`src/rtl/alu_seq.sv`:
```
// alu_seq: sequences one request through an external ALU and returns a response.
// Ports: I_clk/I_reset (async, active-high); req (I_req_valid/O_req_ready,
// I_op/I_a/I_b/I_cond); ALU (O_alu_en/O_alu_op/O_alu_s1/O_alu_s2,
// I_alu_busy/I_alu_data/I_alu_lt/I_alu_ltu/I_alu_eq); rsp (O_rsp_valid/I_rsp_ready,
// O_rsp_data/O_rsp_taken/O_rsp_err). Optional macro: ALU_SEQ_TIMEOUT_EN.
module alu_seq (
  input  logic        I_clk,
  input  logic        I_reset,
  input  logic        I_req_valid,
  output logic        O_req_ready,
  input  logic [3:0]  I_op,
  input  logic [31:0] I_a,
  input  logic [31:0] I_b,
  input  logic [2:0]  I_cond,
  output logic        O_alu_en,
  output logic [3:0]  O_alu_op,
  output logic [31:0] O_alu_s1,
  output logic [31:0] O_alu_s2,
  input  logic        I_alu_busy,
  input  logic [31:0] I_alu_data,
  input  logic        I_alu_lt,
  input  logic        I_alu_ltu,
  input  logic        I_alu_eq,
  output logic        O_rsp_valid,
  input  logic        I_rsp_ready,
  output logic [31:0] O_rsp_data,
  output logic        O_rsp_taken,
  output logic        O_rsp_err
);

  typedef enum logic [1:0] {
    IDLE,
    ISSUE,
    WAIT,
    RESP
  } state_t;

  state_t      state_q;
  state_t      state_d;
  logic [3:0]  op_q;
  logic [31:0] a_q;
  logic [31:0] b_q;
  logic [2:0]  cond_q;
  logic [31:0] data_q;
  logic        lt_q;
  logic        ltu_q;
  logic        eq_q;
  logic        accept;
  logic        capture;
  logic        timeout;
  logic        err;

  function automatic logic cond_taken(
    input logic [2:0] c,
    input logic       lt,
    input logic       ltu,
    input logic       eq
  );
    case (c)
      3'b000:  return eq;
      3'b001:  return !eq;
      3'b100:  return lt;
      3'b101:  return !lt;
      3'b110:  return ltu;
      3'b111:  return !ltu;
      default: return 1'b0;
    endcase
  endfunction

`ifdef ALU_SEQ_TIMEOUT_EN
  logic [5:0] tmo_q;
  logic       err_q;

  assign timeout = (state_q == WAIT) && (tmo_q == 6'd40);
  assign err     = err_q;

  always_ff @(posedge I_clk or posedge I_reset) begin
    if (I_reset) begin
      tmo_q <= '0;
      err_q <= 1'b0;
    end else begin
      if (state_q == ISSUE)
        tmo_q <= '0;
      else if (state_q == WAIT && I_alu_busy && !timeout)
        tmo_q <= tmo_q + 6'd1;
      if (capture)
        err_q <= 1'b0;
      else if (timeout)
        err_q <= 1'b1;
    end
  end
`else
  assign timeout = 1'b0;
  assign err     = 1'b0;
`endif

  always_comb begin
    state_d     = state_q;
    O_req_ready = 1'b0;
    O_alu_en    = 1'b0;
    O_rsp_valid = 1'b0;
    accept      = 1'b0;
    capture     = 1'b0;
    unique case (state_q)
      IDLE: begin
        O_req_ready = !I_reset;
        accept      = I_req_valid;
        if (accept) state_d = ISSUE;
      end
      ISSUE: begin
        O_alu_en = 1'b1;
        state_d  = WAIT;
      end
      WAIT: begin
        // enable follows busy so multi-cycle shifts keep running
        if (timeout) begin
          state_d = RESP;
        end else begin
          O_alu_en = I_alu_busy;
          if (!I_alu_busy) begin
            capture = 1'b1;
            state_d = RESP;
          end
        end
      end
      RESP: begin
        O_rsp_valid = 1'b1;
        if (I_rsp_ready) state_d = IDLE;
      end
      default: state_d = IDLE;
    endcase
  end

  always_ff @(posedge I_clk or posedge I_reset) begin
    if (I_reset) begin
      state_q <= IDLE;
      op_q    <= '0;
      a_q     <= '0;
      b_q     <= '0;
      cond_q  <= '0;
      data_q  <= '0;
      lt_q    <= 1'b0;
      ltu_q   <= 1'b0;
      eq_q    <= 1'b0;
    end else begin
      state_q <= state_d;
      if (accept) begin
        op_q   <= I_op;
        a_q    <= I_a;
        b_q    <= I_b;
        cond_q <= I_cond;
      end
      if (capture) begin
        data_q <= I_alu_data;
        lt_q   <= I_alu_lt;
        ltu_q  <= I_alu_ltu;
        eq_q   <= I_alu_eq;
      end else if (timeout) begin
        data_q <= '0;
        lt_q   <= 1'b0;
        ltu_q  <= 1'b0;
        eq_q   <= 1'b0;
      end
    end
  end

  assign O_alu_op    = op_q;
  assign O_alu_s1    = a_q;
  assign O_alu_s2    = b_q;
  assign O_rsp_data  = data_q;
  // error masks taken: a timed-out op never reports a branch
  assign O_rsp_taken = cond_taken(cond_q, lt_q, ltu_q, eq_q) & !err;
  assign O_rsp_err   = err;

endmodule

```
`config.mk`:
```
export PLATFORM = sky130hd
export DESIGN_NAME = alu_seq
export DESIGN_NICKNAME = d
export VERILOG_FILES = /design/src/rtl/alu_seq.sv
export SDC_FILE = /design/constraint.sdc
export NUM_CORES = 1
export LEC_CHECK = 0
export CAP_MARGIN = 20
export CORE_AREA = 2 2 105 107
export CTS_BUF_LIST = sky130_fd_sc_hd__clkbuf_8
export DETAILED_ROUTE_END_ITERATION = 10
export DIE_AREA = 0 0 107 109
export PLACE_DENSITY = 0.9
export SETUP_SLACK_MARGIN = 0.02
export SLEW_MARGIN = 10
export SYNTH_ARGS = -nofsm -noshare
export SYNTH_HDL_FRONTEND = slang
export SYNTH_SLANG_ARGS = --single-unit
```
`constraint.sdc`:
```
create_clock -name I_clk -period 4.25 [get_ports I_clk]
set_clock_uncertainty 0.1 [all_clocks]
set_input_delay 0.85 -clock I_clk [delete_from_list [all_inputs] [get_ports I_clk]]
set_output_delay 0.85 -clock I_clk [all_outputs]
set_load 0.02 [all_outputs]
```
# After elaboration in Yosys (flattened, before gate mapping)

Cells that the tools add are included.

Output and inout port bits: 105
Input port bits: 111
Logic and storage cells: 38
Register bits after elaboration: 108

Muxes and demuxes: 11
Equality and inequality tests: 11
Reductions and logical operators: 7

Operators by type and width:

| cell                 | number |
|---|---|
| $eq A3 B3 Y1 const B | 4 |
| $pmux W2 S4          | 1 |
| $mux W2              | 3 |
| $ne A2 B2 Y1 const B | 3 |
| $pmux W1 S6          | 1 |
| $mux W1              | 5 |
| $eq A2 B2 Y1 const B | 2 |
| $logic_not A1 Y1     | 4 |
| $eq A3 B1 Y1 const B | 1 |
| $logic_not A3 Y1     | 1 |
| $reduce_and A3 Y1    | 1 |
| $eq A2 B1 Y1 const B | 1 |
| $logic_not A2 Y1     | 1 |
| $pmux W1 S2          | 1 |

# Depth between registers and ports, before layout

Gate-level depths: netlist of run 1.

Depth after elaboration: 3
Depth in mapped cells: 6
Mapped depth without buffers: 5

# Worst setup path before layout of run 1

Ideal clock, no wire load.

Path type: input -> output
From: input I_alu_busy
To: output O_alu_en
Slack: 2085 ps
Buffers on the path: 0
Arrival: 1215 ps
Data required time: 3300 ps
Stages: 2
Cells stage by stage: a21oi_1 -> nor2b_1

Cells in the longest elaborated chain, start to end: 1

RTL lines:

| element     | RTL line | source |
|---|---|---|
| from (decl) | 19       | `input logic I_alu_busy,` |
| $pmux W1 S2 | 104      | `unique case (state_q)` |
| to (decl)   | 15       | `output logic O_alu_en,` |

Every way passes these cells.

# Worst setup path after layout of run 1

Same ends and word-level chain as after synthesis.

==> flow_summary.yaml, run 1 <==
global_route:
  grt_pass1_wl_um: 15700
  global_route_hottest_layer: "met2"
  groute.layer.met3.usage: 0.0436
  total_track_usage: 0.176
  maximum_number_of_pins_on_one_net_before_global_route_repair: 59
  grt_pass1_vias: 3128
  grtUsageMet1: 0.191
  grt_antenna_before_repair: 0
  globalRouteOverflowTotal: 0
  globalRouteMet2Util: 0.323
synth:
  synth_top_area_frac: 0.619
  dominant_cell_by_count_in_the_synthesized_netlist: "dfrtp_1"
  ys.warnings.count: 0
  yosys-top-cells-count: "dfrtp_1, mux2_2, mux2_4"
  number_of_unique_standard_cell_types_used_by_synthesis: 21
  synth-async-reset-ratio: 1.00
  synth_edf_count: 0
  synthesis.area_mm2: 0.00436
  netlist_instances: 251
  synth.top_cells.by_area: "dfrtp_1, mux2_2, mux2_4, clkbuf_8, buf_12"
  post_synth.cell_area_avg_um2: 17.4
  mappedNetlistNets: 366
  synth.yosys.seq_area_share: 0.619
  ys.flop_type: "dfrtp_1"
  yosys_register_bits: 108
  yosys.area.top_type: "dfrtp_1"
worst_setup_path:
  critPathRequiredTime_ns: 3.30
  setup.worst_path.start: "I_alu_busy"
  crit_arrival_ns: 2.21
  critPathLaunchType: "input pin"
  timing.critical_path.depth: 4
  worst-r2r-cell-count: 5
  critical_path.slowest_cell: "clkdlybuf4s50_1"
  cell_family_contributing_the_most_delay_on_the_critical_path: "buffers and inverters"
  critical_path_class: "input pin to output port"
  cp_cell_sequence: "clkdlybuf4s50_1, a21oi_1, nor2b_1, clkdlybuf4s50_1"
  reg2reg_setup_slack_ns: 2.18
  timing.rr.end: "O_rsp_data[16]"
  worst_path_most_repeated_cell: "clkdlybuf4s50_1"
  timing.critical_path.buf_inv: 2
  critPathCaptureType: "output port"
  regToRegStartpoint: "state_q[0]"
  cp_slowest_stage_delay_ns: 0.61
  worst-path-max-fanout: 3
cells_and_area:
  flow.area_growth_from_synthesis_pct: 55.2
  utilization: 0.639
  insertedDiodeCount: 0
  final-instance-count-excl-fill: 612
  finalNetCount: 582
  final_layout_size_suffix_gt1_frac: 0.271
timing:
  fin_crit_sh: 0.744
  period_minus_slack_ns: 3.16
  finalHoldViolations: 0
  tightestPinTransition_ns: 0.657
  setup_tns_after_final_layout_ns: 0
  finalHoldWorstSlack_ns: 0.408
  max_clock_freq_mhz: 316
  max-slew-margin-rel: 0.562
  grt_setup_unrepaired: "no"
  timing.final.max_slew_violations: 0
  setup_viol: 0
placed_design:
  place.detailed.hpwl_um: 7660
  placedCellCount: 596
  weighted_congestion_at_the_end_of_routability_driven_global_placement: 0.747
  io_buffers: 214
drt:
  postRouteWirelength_um: 10300
  detail_route.drc_violations: 0
  detailedRoute.firstPassIterationCount: 3
  routed-via-count: 2835
  dr.first_iter.drc_count: 95
  detail_route_antenna_nets: 0
  post_drt_via_cell_ratio: 4.63
  wire_per_inst_um: 16.9
hold_path:
  hold_path_class: "flip-flop to flip-flop"
  holdCritStartpoint: "O_alu_s1[13]"
  timing.hold.worst_endpoint: "O_alu_s1[13]"
  hold_path_depth: 1
pwr:
  power-per-cell-area_mw_per_mm2: 793
  power.static_leakage_nw: 2.89
  vdd_drop_max_mv: 0.508
cts:
  cts.path.max_buffers: 2
  cts_hold_buf: 0
  cts.sink_count: 108
  clockRootBuffer: "clkbuf_8"
  postCtsSetupRepairBufs: 0
  cts_made_buffers: 9
  latest_clock_arrival_within_the_worst_skew_pair_ns: 0.35
  clkSlewWorstSetupHoldPaths_ns: 0.09
  cts_tree: "yes"
  h_tree_depth: 3
  cts-resized-gates: 0
floorplan:
  num_io_pins: 216
  vertical_extent_of_the_die_um: 109
  floorplan.die_area_mm2: 0.0117
  initial_utilization: 0.412
  floorplan.core_area_mm2: 0.0106
  die_width_um: 107
  fp-row-count: 38
flow_run:
  drv_cap: 0
run_status:
  run_status: "completed"
[cells by family after synthesis]
logic type | after synthesis | synth area share
buffers and inverters | 17 | 0.0433
flip-flops | 108 | 0.619
other | 1 | 0.000859
adder cells (fa/ha/maj) | 4 | 0.0115
multiplexers | 109 | 0.306
AND/OR/NAND/NOR | 7 | 0.00975
AO/OA/AOI/OAI | 3 | 0.00487
XOR/XNOR | 2 | 0.00401
[metrics by stage]
step | cell area, um2 | power, mW | worst slack (ns)
floorplan | 4360 | 3.46 | 0.454
global placement | 6560 | 4.66 | 1.09
detailed placement | 6560 | 4.76 | 1.09
CTS | 6770 | 5.44 | 1.08
global route | 6770 | 5.65 | 1.06
finish | 6770 | 5.37 | 1.09
[cell usage in the layout (no fill, tap or decap)]
cell               n
a21o_1             1
nor3_1             1
dfrtp_1          108
inv_4              1
bufinv_16          1
buf_4              1
conb_1             1
clkinv_2           1
o221ai_1           1
nor2b_4            1
mux2_4            30
clkdlybuf4s50_1  214
buf_12             2
ha_1               4
inv_1              5
mux2i_1            2
mux2_2            77
nand2_2            1
nor2b_1            1
clkinv_4           1
nor2_1             2
nand2_1            1
a21oi_1            1
clkbuf_8          12
xnor2_1            2
[where the power goes]
| part | switching, mW | leakage, nW | internal, mW |
|---|---|---|---|
| logic | 1.26 | 1.50 | 1.61 |
| registers | 0.287 | 1.28 | 1.56 |
| clock network | 0.337 | 0.114 | 0.319 |
| total | 1.88 | 2.89 | 3.49 |
[how the worst max path moves through the flow]
| stage | to | slack, ns |
|---|---|---|
| 2_1_floorplan | O_alu_op[0] | 0.45 |
| 3_3_place_gp | O_alu_en | 1.09 |
| 3_5_place_dp | O_alu_en | 1.09 |
| 4_1_cts | O_alu_en | 1.08 |
| 5_1_grt | O_alu_en | 1.06 |
| 6_report | O_alu_en | 1.09 |
[sequential cells by signal (all words and copies together), names as in the netlist]
| register | count |
|---|---|
| O_alu_op | 4 |
| O_alu_s1 | 32 |
| O_alu_s2 | 32 |
| O_rsp_data | 32 |
| cond_q | 3 |
| eq_q | 1 |
| lt_q | 1 |
| ltu_q | 1 |
| state_q | 2 |
[layout make-up]
cell class                      count  area, um2
Inverter                            5       21.3
Tap cell                          140        175
Clock inverter                      4       47.5
Multi-Input combinational cell    126       1470
Sequential cell                   108       2700
Timing Repair Buffer              217       2190
Fill cell                         820       3830
Clock buffer                       12        165
[layer usage]
layer	routed length (um)	up-vias
met5	0	-
met4	289	0
met3	612	23
met2	5580	108
met1	3860	1404
li1	-	1300
[worst reg2reg max path: cells and delay by family, from the launching register on]
family | cells | cell delay (ns)
DFF | 1 | 0.41
buffers and inverters | 2 | 0.61
adders and majority gates | 1 | 0.23
and+or+nand+nor | 1 | 0.18
muxes | 1 | 0.43
Power figures use the tool's default switching activity.
==> inputs of run 2 (changes only) <==
--- a/config.mk
+++ b/config.mk
@@ -6,11 +6,11 @@
 export NUM_CORES = 1
 export LEC_CHECK = 0
 export CAP_MARGIN = 20
-export CORE_AREA = 2 2 105 107
+export CORE_AREA = 2 2 111 113
 export CTS_BUF_LIST = sky130_fd_sc_hd__clkbuf_8
 export DETAILED_ROUTE_END_ITERATION = 10
-export DIE_AREA = 0 0 107 109
-export PLACE_DENSITY = 0.9
+export DIE_AREA = 0 0 113 115
+export PLACE_DENSITY = 0.86
 export SETUP_SLACK_MARGIN = 0.02
 export SLEW_MARGIN = 10
 export SYNTH_ARGS = -nofsm -noshare
==> constraint.sdc (replaced) <==
create_clock -name I_clk -period 2.8 [get_ports I_clk]
set_clock_uncertainty 0.1 [all_clocks]
set_input_delay 0.56 -clock I_clk [delete_from_list [all_inputs] [get_ports I_clk]]
set_output_delay 0.56 -clock I_clk [all_outputs]
set_load 0.02 [all_outputs]
==> run 2 against run 1 <==
Effect of this change: the flow now finishes with violations (design-rule violations); non-clock buffer count grew 1; routed wire length shrank 0.64%; clock power grew 43%; critical path type is now flip-flop to output port; largest power group unchanged; highest routed layer unchanged.
==> flow_summary.yaml, run 2 (synthesis gave the netlist of run 1 again) <==
run_status:
  run_status: "finished, violations left"
  violations_in_the_final_reports: "design-rule violations"
global_route:
  globalRouteOverflowTotal: 0
  total_track_usage: 0.158
  grt_pass1_vias: 3166
  grt_pass1_wl_um: 15900
  maximum_number_of_pins_on_one_net_before_global_route_repair: 109
  grt_antenna_before_repair: 0
timing:
  period_minus_slack_ns: 2.59
  setup_tns_after_final_layout_ns: 0
  max_clock_freq_mhz: 386
  fin_crit_sh: 0.926
  setup_viol: 0
  max-slew-margin-rel: 0.625
  timing.final.max_slew_violations: 0
  finalHoldWorstSlack_ns: 0.410
  finalHoldViolations: 0
  tightestPinTransition_ns: 0.562
  grt_setup_unrepaired: "no"
placed_design:
  postPlaceCellArea_mm2: 0.00658
  place.detailed.hpwl_um: 7600
  placedCellCount: 604
  weighted_congestion_at_the_end_of_routability_driven_global_placement: 0.716
  io_buffers: 214
cts:
  latest_clock_arrival_within_the_worst_skew_pair_ns: 0.36
  cts_tree: "yes"
  h_tree_depth: 3
  clkSlewWorstSetupHoldPaths_ns: 0.10
  cts_made_buffers: 9
  cts.sink_count: 108
  cts.path.max_buffers: 2
  postCtsSetupRepairBufs: 0
  clockRootBuffer: "clkbuf_8"
floorplan:
  num_io_pins: 216
  die_width_um: 113
  fp-row-count: 40
  initial_utilization: 0.369
  floorplan.die_area_mm2: 0.0130
  floorplan.core_area_mm2: 0.0118
  vertical_extent_of_the_die_um: 115
hold_path:
  hold_path_class: "flip-flop to flip-flop"
  holdCritStartpoint: "O_alu_s2[25]"
worst_setup_path:
  setup.worst_path.start: "state_q[0]"
  critPathLaunchType: "flip-flop"
  worst-path-max-fanout: 3
  critPathRequiredTime_ns: 2.14
  critical_path_class: "flip-flop to output port"
  regToRegStartpoint: "state_q[0]"
  crit_arrival_ns: 1.93
  critPathCaptureType: "output port"
drt:
  detailedRoute.firstPassIterationCount: 7
  detail_route_antenna_nets: 0
  wire_per_inst_um: 16.6
  detail_route.drc_violations: 13
  post_drt_via_cell_ratio: 4.63
  dr.first_iter.drc_count: 70
  routed-via-count: 2869
  postRouteWirelength_um: 10300
cells_and_area:
  finalInstanceArea_mm2: 0.00677
  flow.area_growth_from_synthesis_pct: 55.2
  final-instance-count-excl-fill: 619
  finalNetCount: 583
  insertedDiodeCount: 0
  final_layout_size_suffix_gt1_frac: 0.273
  layout.cells.most_common: "clkdlybuf4s50_1"
  utilization: 0.573
  layout.cells.most_common_list: "clkdlybuf4s50_1, dfrtp_1, mux2_2"
flow_run:
  drv_cap: 0
pwr:
  power-per-cell-area_mw_per_mm2: 1190
  vdd_drop_max_mv: 0.620
  power.static_leakage_nw: 2.88
-- run 2: cell count changes in the layout (fill, tap and decap cells not counted), sizes merged --
cell | previous run | this run
buf | 3 | 4
clkbuf | 12 | 10
clkdlybuf4s50 | 214 | 213
clkinv | 2 | 3
clkinvlp | 0 | 2
dlymetal6s2s | 0 | 1
inv | 6 | 4
-- run 2: timing repair --
action,in CTS,in global routing
endpoints found under the hold margin,0,0
endpoints found under the setup margin,0,1
hold buffers,0,0
gates resized for setup,0,1
-- run 2: critical path: stages (launching register included) --
cell,delay (ns)
dfrtp_1,0.41
inv_1,0.11
ha_1,0.21
inv_1,0.07
nor2_1,0.12
clkdlybuf4s50_1,0.64
-- run 2: layout make-up --
type                    instances  area, um2
flip-flops and latches        108       2700
fillers                       967       5040
repair buffers                218       2200
inverters                       5       22.5
clock inverters                 5       52.6
multi-input cells             126       1470
clock buffers                  10        138
well taps                     147        184
-- run 2: path summary, 6_finish.rpt --
kind,to,slack (ns),cells after the start
min in group asynchronous,O_rsp_data[13],0.68,3
min,O_alu_s2[25],0.41,1
max,O_req_ready,0.21,5
max reg2reg,O_alu_s2[19],0.93,5
max in group asynchronous,O_alu_s2[18],1.50,3
min reg2reg,O_alu_s2[25],0.41,1
-- run 2: power breakdown --
part           internal (mW)  total [mW]  switching, mW  leakage, nW
registers               2.36        2.79          0.431         1.28
clock network          0.429       0.938          0.509       0.0979
logic                   2.44        4.35           1.91         1.51
total                   5.24        8.08           2.85         2.88
-- run 2: per-layer routing --
layer	share of wire	global-route usage	wire [um]
met4	0.033	0.0886	341
met5	0	0	0
met2	0.53	0.280	5440
met3	0.065	0.0374	672
met1	0.37	0.176	3820
-- run 2: stage by stage --
step           total power [mW]  setup WS (ns)
5_1_grt                    8.52         0.0436
2_1_floorplan              5.25          0.838
3_3_place_gp               7.07          0.111
6_report                   8.08          0.207
3_5_place_dp               7.22          0.127
4_1_cts                    8.20         0.0926
